[config.mk]
export PLATFORM = sky130hd
export DESIGN_NAME = sprite_draw
export DESIGN_NICKNAME = d
export VERILOG_FILES = /design/src/rtl/sprite_draw.sv
export SDC_FILE = /design/constraint.sdc
export NUM_CORES = 1
export LEC_CHECK = 0
export BUFFER_PORTS_ARGS = -buffer_cell sky130_fd_sc_hd__buf_2
export CORE_ASPECT_RATIO = 2
export CORE_MARGIN = 2
export CORE_UTILIZATION = 50
export DETAILED_ROUTE_END_ITERATION = 10
export PLACE_DENSITY_LB_ADDON = 0.05
export REMOVE_ABC_BUFFERS = 1
export SLEW_MARGIN = 20
export SYNTH_ARGS = -nofsm -noshare
export SYNTH_HDL_FRONTEND = slang
export SYNTH_SLANG_ARGS = --single-unit
[constraint.sdc]
create_clock -name clk -period 2.35 [get_ports clk]
set_input_delay 0.47 -clock clk [delete_from_list [all_inputs] [get_ports clk]]
set_output_delay 0.47 -clock clk [all_outputs]
set_load 0.02 [all_outputs]
[src/rtl/sprite_draw.sv]
// Sprite blitter: walks sprite RAM entries {x,y,colour,stop} and issues plot strobes offset by a base.
// Optional feature macro: SPRITE_TRANSPARENT_EN (colour 3'b000 suppresses plot).
module sprite_draw #(
  parameter int unsigned RD_LAT      = 2,
  parameter int unsigned MAX_ENTRIES = 1024
) (
  input  logic        clk,
  input  logic        resetn,
  input  logic        start,
  input  logic [7:0]  base_x,
  input  logic [6:0]  base_y,
  input  logic [15:0] ram_data,
  output logic [9:0]  addr_read,
  output logic [7:0]  vga_x,
  output logic [6:0]  vga_y,
  output logic [2:0]  vga_colour,
  output logic        plot,
  output logic        busy,
  output logic        done
);

  localparam int unsigned AW = 10;
  localparam int unsigned XW = 8;
  localparam int unsigned YW = 7;
  localparam int unsigned CW = 3;
  localparam int unsigned LW = 3;

  typedef enum logic [1:0] {S_IDLE, S_WAIT, S_PLOT, S_DONE} state_t;

  state_t          state_q, state_d;
  logic [LW-1:0]   cnt_q, cnt_d;
  logic [XW-1:0]   bx_q, bx_d;
  logic [YW-1:0]   by_q, by_d;
  logic            stop_q, stop_d;
  logic [AW-1:0]   addr_q, addr_d;
  logic [XW-1:0]   x_q, x_d;
  logic [YW-1:0]   y_q, y_d;
  logic [CW-1:0]   col_q, col_d;
  logic            plot_q, plot_d;
  logic            busy_q, busy_d;
  logic            done_q, done_d;

  // State and registered outputs
  always_ff @(posedge clk or negedge resetn) begin
    if (!resetn) begin
      state_q <= S_IDLE;
      cnt_q   <= '0;
      bx_q    <= '0;
      by_q    <= '0;
      stop_q  <= 1'b0;
      addr_q  <= '0;
      x_q     <= '0;
      y_q     <= '0;
      col_q   <= '0;
      plot_q  <= 1'b0;
      busy_q  <= 1'b0;
      done_q  <= 1'b0;
    end else begin
      state_q <= state_d;
      cnt_q   <= cnt_d;
      bx_q    <= bx_d;
      by_q    <= by_d;
      stop_q  <= stop_d;
      addr_q  <= addr_d;
      x_q     <= x_d;
      y_q     <= y_d;
      col_q   <= col_d;
      plot_q  <= plot_d;
      busy_q  <= busy_d;
      done_q  <= done_d;
    end
  end

  // Next-state and next-output logic; plot and done are single-cycle strobes
  always_comb begin
    state_d = state_q;
    cnt_d   = cnt_q;
    bx_d    = bx_q;
    by_d    = by_q;
    stop_d  = stop_q;
    addr_d  = addr_q;
    x_d     = x_q;
    y_d     = y_q;
    col_d   = col_q;
    plot_d  = 1'b0;
    busy_d  = busy_q;
    done_d  = 1'b0;
    unique case (state_q)
      S_IDLE: begin
        if (start) begin
          bx_d    = base_x;
          by_d    = base_y;
          addr_d  = '0;
          cnt_d   = '0;
          busy_d  = 1'b1;
          state_d = S_WAIT;
        end
      end
      S_WAIT: begin
        cnt_d = cnt_q + LW'(1);
        // Address is held steady, so data is valid once the read latency has elapsed
        if (cnt_q == LW'(RD_LAT - 1)) begin
          stop_d  = ram_data[0];
          x_d     = bx_q + {2'b00, ram_data[15:10]};
          y_d     = by_q + {1'b0, ram_data[9:4]};
          col_d   = ram_data[3:1];
`ifdef SPRITE_TRANSPARENT_EN
          plot_d  = (ram_data[3:1] != 3'b000);
`else
          plot_d  = 1'b1;
`endif
          state_d = S_PLOT;
        end
      end
      S_PLOT: begin
        if (!stop_q || addr_q == AW'(MAX_ENTRIES - 1)) begin
          done_d  = 1'b1;
          busy_d  = 1'b0;
          state_d = S_DONE;
        end else begin
          addr_d  = addr_q + AW'(1);
          cnt_d   = '0;
          state_d = S_WAIT;
        end
      end
      S_DONE: begin
        state_d = S_IDLE;
      end
      default: begin
        state_d = S_IDLE;
      end
    endcase
  end

  assign addr_read  = addr_q;
  assign vga_x      = x_q;
  assign vga_y      = y_q;
  assign vga_colour = col_q;
  assign plot       = plot_q;
  assign busy       = busy_q;
  assign done       = done_q;

endmodule

After elaboration in Yosys (flattened, before gate mapping)
Index checks and enable logic that the tools add are counted.

Register bits after elaboration: 52. Input port bits: 34. Output and inout bits: 31. Word-level logic and storage cells: 53.

Add/subtract/negate cells: 4. Equality and inequality tests: 9. Multiplexer cells: 17. Reduce and logical (&&, ||, !) cells: 11.

Operators with widths (count): 2-to-1 mux 10 bit (2); case mux 10 bit (2 select lines) (1); adder 10 x 1 -> 10 bit (second input constant) (1); equality test 10 bit (second input constant) (1); case mux 3 bit (3 select lines) (1); AND reduction 3 bit (3); adder 8 x 6 -> 8 bit (1); != test 2 bit (second input constant) (4); case mux 2 bit (4 select lines) (1); adder 7 x 6 -> 7 bit (1); 2-to-1 mux 1 bit (6); 2-to-1 mux 2 bit (3); 2-to-1 mux 3 bit (2); AND reduction 2 bit (3); equality test 2 bit (second input constant) (2); adder 3 x 1 -> 3 bit (second input constant) (1); equality test 3 x 1 -> 1 bit (second input constant) (1); nonzero test 3 bit (1); equality test 2 x 1 -> 1 bit (second input constant) (1); zero test 2 bit (1); case mux 1 bit (2 select lines) (1); nonzero test 2 bit (1); zero test 1 bit (1); logical OR 1 bit (1).

Logic depth before layout (Yosys ltp)
Gate-level depths: netlist of the first run.

Word-level depth: 4. Mapped depth: 8. Depth with buffers taken out: 8.

Least setup slack after synthesis of the first run
Ideal clock, no wire load.

Kind: input -> register. Start point: input ram_data[10]. End point: register x_q[6] (netlist: vga_x[6]). Setup time: 0.095 ns. Arrival time: 1.741 ns. Required time: 2.255 ns. Path slack: 0.514 ns. Stages on the path: 8. Buffers on the path: 0. Cells stage by stage: ha_1 inv_1 fa_1 nor2b_1 o31a_1 o21a_1 o21a_1 o31ai_1.

Longest elaborated chain between the ends: 1.

Ends and longest elaborated chain: start, declared (line 12) `input logic [15:0] ram_data,`; adder 8 x 6 -> 8 bit (line 104) `x_d = bx_q + {2'b00, ram_data[15:10]};`; end signal, assigned (line 52) `x_q <= '0;`; end signal, assigned (line 65) `x_q <= x_d;`; end, declared (line 36) `logic [XW-1:0] x_q, x_d;`.

No other way between the ends. A chain may end at the register's enable or synchronous reset.

Worst setup path after layout of the first run
Start point: register bx_q[0]. End point: register x_q[6] (netlist: vga_x[6]).

Longest elaborated chain between the ends: 1.

Ends and longest elaborated chain: start, declared (line 32) `logic [XW-1:0] bx_q, bx_d;`; start signal, assigned (line 48) `bx_q <= '0;`; start signal, assigned (line 61) `bx_q <= bx_d;`; adder 8 x 6 -> 8 bit (line 104).

No other way between the ends.

==> impl_metrics.py, run 1 <==
metrics = {
    "timing": {
        "setup_viol": 0,
        "layout_min_cycle_time_ns": 1.88,
        "tightest_slew_ns": 0.592,
        "slew_violations": 0,
        "max_freq_mhz": 533,
        "clock_skew_ns": 0.0123,
        "period_share": 0.799,
        "setup_ws_ns": 0.473,
        "tns_ns": 0,
        "hold_viol": 0,
        "rsz0062_at_grt": "no",
        "maxSlewHeadroom": 0.600,
    },
    "yosys": {
        "synth_top_flop_cell": "dfrtp_1",
        "ys_top_cells_by_area": "dfrtp_1 (49%), ha_1 (7.0%), nand2_1 (6.7%)",
        "synth_edf_count": 0,
        "post-synth-top-area-fraction": 0.487,
        "yosysTopAreaCell": "dfrtp_1",
        "syn-instance-count": 266,
        "ys_ff_latch": 52,
        "ys_seq_area_frac": 0.487,
        "syn_area_sq_um": 2670,
        "ys_async_sr_fraction": 1.00,
        "yosysWarnings": 0,
        "syn_area_per_cell_sq_um": 10.0,
        "yosysUniqueCellTypes": 41,
    },
    "power": {
        "report.power.total_uw": 3970,
        "p_sw_frac": 0.407,
        "p_comb_frac": 0.459,
        "p_int_uw": 2350,
        "p_switching_uw": 1620,
        "power_frac_seq": 0.385,
        "ir_drop_mv": 0.845,
        "p_leak_uw": 0.00160,
        "pwr-share-clk": 0.156,
        "power_density_nw_per_um2": 1240,
    },
    "route": {
        "drc": 0,
        "drtAntennaViolNets": 0,
        "wl_per_cell_microns": 15.1,
        "viasPerCell": 5.60,
        "route.vias.total": 2205,
        "drt_iter0_markers": 59,
        "drt-pass1-iter-count": 4,
        "postRouteWirelength_microns": 5950,
    },
    "critical_path": {
        "worstSetupPathType": "flip-flop to flip-flop",
        "crit_arrival_ns": 2.10,
        "cp.required_ns": 2.57,
        "crit_fanout": 3,
        "cp-end-kind": "flip-flop",
        "cp-start-kind": "flip-flop",
    },
    "floorplanning": {
        "core_area_sq_um": 5140,
        "die_w_microns": 55.7,
        "row_count": 37,
        "die_h_microns": 107,
        "ios": 65,
        "die_area_sq_um": 5980,
        "initial_core_util": 0.520,
    },
    "placed_design": {
        "gp_congestion": 0.879,
        "placed_cells": 386,
        "place_ws_ns": 0.291,
        "post-dp-hpwl_microns": 4610,
        "io_buffers": 64,
    },
    "final_layout": {
        "nFillCells": 480,
        "utilization": 0.623,
        "fin_cells": 394,
        "area_delta_synth_final_pct": 19.7,
        "antenna_cells": 0,
        "drive_gt1_frac": 0.274,
        "layout.nets": 386,
    },
    "cts": {
        "cts_inserted_buffers": 5,
        "ctsLongestPathBuffers": 2,
        "clock-sinks": 52,
        "cts_hold_buf": 0,
        "ctsResizeCount": 0,
        "clk_latency_ns": 0.32,
        "clock-root-buffer": "clkbuf_8",
        "cts_tree": "yes",
        "cts_max_level": 2,
        "clkTransAtPathRegs_ns": 0.10,
        "cts_setup_buffers": 0,
    },
    "grt": {
        "gr-total-overflow": 0,
        "antenna_found_initial": 0,
        "grt_max_degree": 22,
        "grt_use_total": 0.224,
        "grt_pass1_wl_microns": 10300,
        "grt_pass1_vias": 2283,
    },
    "outcome": {
        "status": "finished clean",
    },
    "job": {
        "maxCapViolations": 0,
    },
    "hold_path": {
        "hold_class": "primary input to async pin",
    },
}
[sequential cells by signal, indices dropped and copies added, names as in the netlist]
name / flops
bx_q: 8
addr_read: 10
done: 1
vga_x: 8
by_q: 7
vga_y: 7
stop_q: 1
state_q: 2
busy: 1
vga_colour: 3
plot: 1
cnt_q: 3
[cells in the mapped netlist, types with 3 or more instances]
cell and n:
buf_2 5, ha_1 15, o21ai_0 16, a21oi_1 8, o21ai_1 15, o21a_1 6, a31oi_1 3, nand2_1 48
nor2b_1 4, mux2_2 9, and2_1 5, nand2b_1 5, xor2_1 6, o31ai_1 4, mux2_1 4, nor3_1 5
dfrtp_1 52, nor2_1 13, inv_1 12
[logic make-up after synthesis]
family,count (synthesis),synth area share
buf+inv,19,0.0290
simple gates,93,0.169
mux,14,0.0585
compound gates,63,0.146
fa+ha+maj,17,0.0852
flops,52,0.487
xor+xnor,8,0.0262
[worst paths after layout]
kind	start	endpoint	depth (start not counted)	slack, ns
min in group clk	ram_data[1]	vga_colour[0]	3	0.34
max in group asynchronous	resetn	vga_colour[1]	2	1.62
hold / removal	resetn	addr_read[9]	1	0.10
setup / recovery	bx_q[0]	vga_x[6]	8	0.47
hold reg to reg	vga_colour[0]	vga_colour[0]	2	0.48
setup reg to reg	bx_q[0]	vga_x[6]	8	0.47
[critical path, cell delays in order, from the launching register on]
cell     delay (ns)
dfrtp_1        0.40
ha_1           0.21
inv_1          0.07
fa_1           0.20
nor2b_1        0.08
o31a_1         0.27
o21a_1         0.19
o21a_1         0.17
o31ai_1        0.21
[routing by layer]
layer | global-route usage | part of all wire | vias up
met5 | 0 | 0 | -
met4 | 0.131 | 0.039 | 0
met3 | 0.0300 | 0.041 | 18
met2 | 0.419 | 0.55 | 68
met1 | 0.230 | 0.37 | 1061
li1 | - | - | 1058
[cells in the final DEF (no fill, tap or decap), types with 2 or more instances in the layout]
master	netlist	final
mux2_1	4	4
and3_1	2	2
nand2_1	48	48
inv_1	12	12
dfrtp_1	52	52
nand2b_1	5	5
clkbuf_8	0	5
ha_1	15	15
nor2_1	13	13
and2_1	5	5
o21ai_0	16	16
nand3_1	2	2
buf_2	5	64
nor2b_1	4	4
nor3_1	5	5
a31oi_1	3	3
o31ai_1	4	4
o21a_1	6	6
xnor2_1	2	2
mux2_2	9	9
a21oi_1	8	8
a21o_1	2	2
a211oi_1	2	2
o41ai_1	2	2
xor2_1	6	6
o21ai_1	15	15
buf_4	0	4
fa_1	2	2
[area by class of cell]
class	instances	area, sq um	share of cell area
clock buffers	5	68.8	0.0215
well taps	58	72.6	0.0227
clock inverters	3	42.5	0.0133
multi-input cells	195	1300	0.406
inverters	12	45.0	0.0141
repair buffers	69	370	0.116
flip-flops and latches	52	1300	0.407
[per-stage QoR]
step                hold WS, ns  area [sq um]
floorplan                 0.174          2640
global route              0.132          3200
global placement          0.455          3090
CTS                       0.105          3200
finish                    0.101          3200
detailed placement        0.459          3090
[power groups by stage]
stage / clock network (uW) / logic, uW / registers (uW)
after floorplan: 0 / 1070 / 1720
final: 619 / 1820 / 1530
after CTS: 642 / 1850 / 1520
after global routing: 669 / 2070 / 1580
after global placement: 0 / 1800 / 1530
after detailed placement: 0 / 1830 / 1540
No activity file was read; power rests on OpenSTA's default activity.
==> inputs of run 2 (changes only) <==
- CORE_UTILIZATION: 50 -> 48
- clock period: 2.35 -> 1.6 ns (I/O delays scaled with it)
==> impl_metrics.py, run 2 (synthesis gave the netlist of run 1 again) <==
metrics = {
    "final_layout": {
        "largest_register_ffs": 10,
        "mostFrequentLayoutCells": "buf_2 (64), dfrtp_1 (51), nand2_1 (45)",
        "nFillCells": 461,
        "final_common_cell": "buf_2",
        "antenna_cells": 0,
        "area_delta_synth_final_pct": 37.8,
        "layout.nets": 418,
        "drive_gt1_frac": 0.427,
        "fin_area_sq_um": 3680,
    },
    "job": {
        "maxCapViolations": 0,
    },
    "critical_path": {
        "r2r_setup_slack_ns": -0.15,
        "reg2reg_from": "bx_q[0]",
        "worstSetupPathType": "flip-flop to flip-flop",
        "cp.required_ns": 1.83,
        "cp-start-kind": "flip-flop",
        "critPathLaunch": "bx_q[0]",
        "r2r_cells": 8,
        "reg2reg_to": "vga_x[6]",
        "crit_arrival_ns": 1.99,
        "cp-end-kind": "flip-flop",
        "crit_fanout": 2,
    },
    "route": {
        "postRouteWirelength_microns": 6730,
        "viasPerCell": 5.38,
        "drc": 0,
        "drt-pass1-iter-count": 4,
        "wl_per_cell_microns": 15.7,
        "drt_iter0_markers": 88,
        "route.vias.total": 2301,
        "drtAntennaViolNets": 0,
    },
    "placed_design": {
        "post-dp-hpwl_microns": 4660,
        "gp_congestion": 0.861,
        "place_ws_ns": -0.338,
        "placed_cell_area_sq_um": 3290,
        "io_buffers": 64,
    },
    "floorplanning": {
        "die_area_sq_um": 6220,
        "ios": 65,
        "initial_core_util": 0.493,
        "die_h_microns": 110,
        "row_count": 38,
        "core_area_sq_um": 5420,
        "die_w_microns": 56.8,
    },
    "timing": {
        "period_share": 1.10,
        "hold_viol": 0,
        "setup_ws_ns": -0.154,
        "maxSlewHeadroom": 0.724,
        "setup_viol": 5,
        "max_freq_mhz": 570,
        "layout_min_cycle_time_ns": 1.75,
        "slew_violations": 0,
        "tightest_slew_ns": 0.413,
        "rsz0062_at_grt": "yes",
        "clock_skew_ns": 0.0124,
    },
    "cts": {
        "ctsLongestPathBuffers": 2,
        "clock-root-buffer": "clkbuf_8",
        "cts_tree": "yes",
        "cts_inserted_buffers": 5,
        "clock-sinks": 52,
        "clk_latency_ns": 0.32,
        "clkTransAtPathRegs_ns": 0.10,
        "cts_max_level": 2,
    },
    "hold_path": {
        "hold_path_end": "stop_q",
        "holdPathStages": 3,
        "min-delay-start": "ram_data[0]",
        "hold_class": "primary input to flip-flop",
    },
    "grt": {
        "gr-total-overflow": 0,
        "grt_use_total": 0.225,
        "grt_pass1_vias": 2353,
        "antenna_found_initial": 0,
        "grt_max_degree": 53,
        "grt_pass1_wl_microns": 10600,
    },
    "power": {
        "p_leak_uw": 0.00180,
        "ir_drop_mv": 1.11,
        "power_density_nw_per_um2": 1780,
    },
    "outcome": {
        "failed_checks": "setup timing",
        "status": "finished with violations",
    },
}
==> run 2: critical path: stages, from the launching register on <==
cell and delay [ns]:
dfrtp_1 0.39, ha_2 0.18, inv_2 0.05, fa_2 0.20
nor2b_2 0.05, o31a_1 0.27, o21a_1 0.19, o21a_1 0.17
o31ai_2 0.16
==> run 2: worst max path at each step <==
stage / slack, ns / endpoint
after global routing: -0.24 / vga_x[6]
after CTS: -0.21 / vga_x[6]
final: -0.15 / vga_x[6]
after global placement: -0.26 / vga_x[6]
after detailed placement: -0.34 / vga_x[6]
after floorplan: -1.08 / bx_q[3]
==> run 2: power breakdown <==
part,switching (uW),internal (uW),total (uW)
sequential,365,1860,2230
clock,457,465,922
combinational,1850,1570,3420
total,2670,3900,6570
==> run 2: timing repair <==
| item | CTS | global route |
|---|---|---|
| gates resized for setup | 19 | 28 |
| setup endpoints to repair | 22 | 18 |
| hold endpoints to repair | 52 | 0 |
| pin swaps | 8 | 18 |
| gates cloned | 1 | 0 |
| hold buffers | 1 | 0 |
| buffers inserted | 3 | 4 |
==> run 2: routing by layer <==
layer  wire length (microns)  GRT usage
met1                    2340      0.215
met2                    3790      0.428
met3                     243     0.0471
met4                     352      0.135
met5                       0          0
==> run 2: layout make-up <==
| cell class | count | area, sq um | area share |
|---|---|---|---|
| inverters | 12 | 45.0 | 0.0122 |
| clock buffers | 6 | 72.6 | 0.0197 |
| multi-input cells | 196 | 1520 | 0.412 |
| flip-flops and latches | 52 | 1300 | 0.354 |
| clock inverters | 2 | 35.0 | 0.00951 |
| well taps | 60 | 75.1 | 0.0204 |
| repair buffers | 100 | 634 | 0.172 |
==> run 2: stage by stage <==
stage | total power, uW | utilization | instances | hold WS, ns | setup TNS [ns]
after floorplan | 4100 | - | 259 | 0.0244 | -27.51
after global placement | 5170 | 0.607 | 411 | 0.339 | -1.74
after detailed placement | 5230 | 0.607 | 411 | 0.337 | -2.12
after CTS | 6310 | 0.647 | 424 | 0.177 | -0.402
after global routing | 7050 | 0.679 | 428 | 0.184 | -0.876
final | 6570 | 0.679 | 428 | 0.177 | -0.413
==> inputs of run 3 (changes only) <==
- CORE_UTILIZATION: 48 -> 50
- CTS_BUF_LIST: unset -> sky130_fd_sc_hd__clkbuf_8
- RECOVER_POWER: unset -> 100
==> impl_metrics.py, run 3 (synthesis gave the netlist of run 1 again) <==
metrics = {
    "outcome": {
        "status": "finished with violations",
        "failed_checks": "setup timing",
    },
    "route": {
        "drt-pass1-iter-count": 4,
        "drtAntennaViolNets": 0,
        "wl_per_cell_microns": 15.5,
        "viasPerCell": 5.43,
        "drc": 0,
        "postRouteWirelength_microns": 6650,
        "drt_iter0_markers": 82,
        "route.vias.total": 2337,
    },
    "floorplanning": {
        "initial_core_util": 0.520,
        "row_count": 37,
        "ios": 65,
        "core_area_sq_um": 5140,
        "die_area_sq_um": 5980,
        "die_w_microns": 55.7,
        "die_h_microns": 107,
    },
    "grt": {
        "antenna_found_initial": 0,
        "grt_pass1_vias": 2453,
        "use_met3": 0.0361,
        "gr-total-overflow": 0,
        "grt-busiest-layer": "met2",
        "grt_pass1_wl_microns": 10900,
        "grt_use_total": 0.235,
        "grt_use_met2": 0.455,
        "grt_max_degree": 53,
        "grtUsageMet1": 0.242,
    },
    "placed_design": {
        "post-dp-hpwl_microns": 4820,
        "gp_congestion": 0.949,
        "placed_cell_area_sq_um": 3300,
        "io_buffers": 64,
        "placed_cells": 413,
    },
    "final_layout": {
        "fin_area_sq_um": 3590,
        "antenna_cells": 0,
        "area_delta_synth_final_pct": 34.3,
        "fin_cells": 430,
        "largest_register_ffs": 10,
        "utilization": 0.699,
        "final_common_cell": "dfrtp_1",
        "layout.nets": 422,
        "mostFrequentLayoutCells": "dfrtp_1 (51), nand2_1 (45), buf_2 (36)",
        "drive_gt1_frac": 0.339,
    },
    "critical_path": {
        "crit_fanout": 2,
        "cp.required_ns": 1.83,
        "cp-start-kind": "flip-flop",
        "worstSetupPathType": "flip-flop to flip-flop",
        "worstPathCellList": "ha_2 -> inv_2 -> fa_2 -> nor2b_2 -> o31a_1 -> o21a_1 -> o21a_1 -> o31ai_2",
        "crit_arrival_ns": 2.03,
        "cp-end-kind": "flip-flop",
        "crit_path_top_delay_cell": "dfrtp_1",
        "path_common_cell": "o21a_1",
        "r2r_cells": 8,
        "cpPeakStageDelay_ns": 0.40,
    },
    "cts": {
        "cts_inserted_buffers": 5,
        "clkTransAtPathRegs_ns": 0.11,
        "ctsLongestPathBuffers": 2,
        "clock-root-buffer": "clkbuf_8",
        "clk_latency_ns": 0.32,
        "clock-sinks": 52,
        "cts_max_level": 2,
        "cts_tree": "yes",
    },
    "timing": {
        "rsz0062_at_grt": "yes",
        "maxSlewHeadroom": 0.516,
        "setup_ws_ns": -0.201,
        "period_share": 1.13,
        "clock_skew_ns": 0.0132,
        "tightest_slew_ns": 0.725,
        "setup_viol": 17,
        "slew_violations": 0,
        "hold_viol": 0,
        "layout_min_cycle_time_ns": 1.80,
        "max_freq_mhz": 555,
    },
    "power": {
        "ir_drop_mv": 1.19,
        "p_leak_uw": 0.00169,
        "report.power.total_uw": 6480,
        "power_density_nw_per_um2": 1800,
    },
    "hold_path": {
        "holdPathStages": 3,
        "hold_class": "primary input to flip-flop",
    },
    "job": {
        "maxCapViolations": 0,
    },
}
## run 3: routing by layer
metal,share of wire,routed length [microns]
met1,0.36,2360
met2,0.58,3830
met3,0.037,246
met4,0.031,206
met5,0,0
## run 3: what timing repair did
| action | 4_1_cts | 5_1_grt |
|---|---|---|
| hold buffers | 1 | 0 |
| cloned | 1 | 0 |
| resized for setup | 16 | 26 |
| pin swaps | 10 | 22 |
| endpoints found under the setup margin | 21 | 25 |
| buffers inserted | 2 | 5 |
| endpoints found under the hold margin | 41 | 0 |
## run 3: area by class of cell
cell class	instances	area, sq um
clock buffer	5	68.8
clock inverter	3	42.5
fill	446	1550
inverter	12	48.8
multi-input combinational	196	1450
sequential	52	1300
tap	58	72.6
timing repair buffer	104	607
## run 3: critical path, delay by kind of cell, from the launching register on
kind,cells,cell delay (ns)
buffers and inverters,1,0.06
AND/OR/NAND/NOR,1,0.05
adder cells (fa/ha/maj),2,0.40
flip-flops,1,0.40
AO/OA/AOI/OAI,4,0.81
## run 3: worst paths after layout
| check | to | slack (ns) | start |
|---|---|---|---|
| max | vga_x[6] | -0.20 | bx_q[0] |
| min | stop_q | 0.18 | ram_data[0] |
| max reg2reg | vga_x[6] | -0.20 | bx_q[0] |
| min reg2reg | vga_colour[2] | 0.49 | vga_colour[2] |
| max in group asynchronous | state_q[1] | 0.41 | resetn |
| min in group asynchronous | addr_read[8] | 0.68 | resetn |
## run 3: stage by stage
stage	TNS, ns	hold slack, ns	setup slack (ns)
3_5_place_dp	-1.59	0.339	-0.256
2_1_floorplan	-27.51	0.0244	-1.08
4_1_cts	-0.429	0.175	-0.217
5_1_grt	-2.60	0.206	-0.287
6_report	-0.891	0.180	-0.201
3_3_place_gp	-1.04	0.337	-0.221
## run 3: where the power goes
part	internal (uW)	total, uW	switching [uW]
registers	1860	2200	344
logic	1510	3340	1830
clock network	464	935	471
total	3830	6480	2640
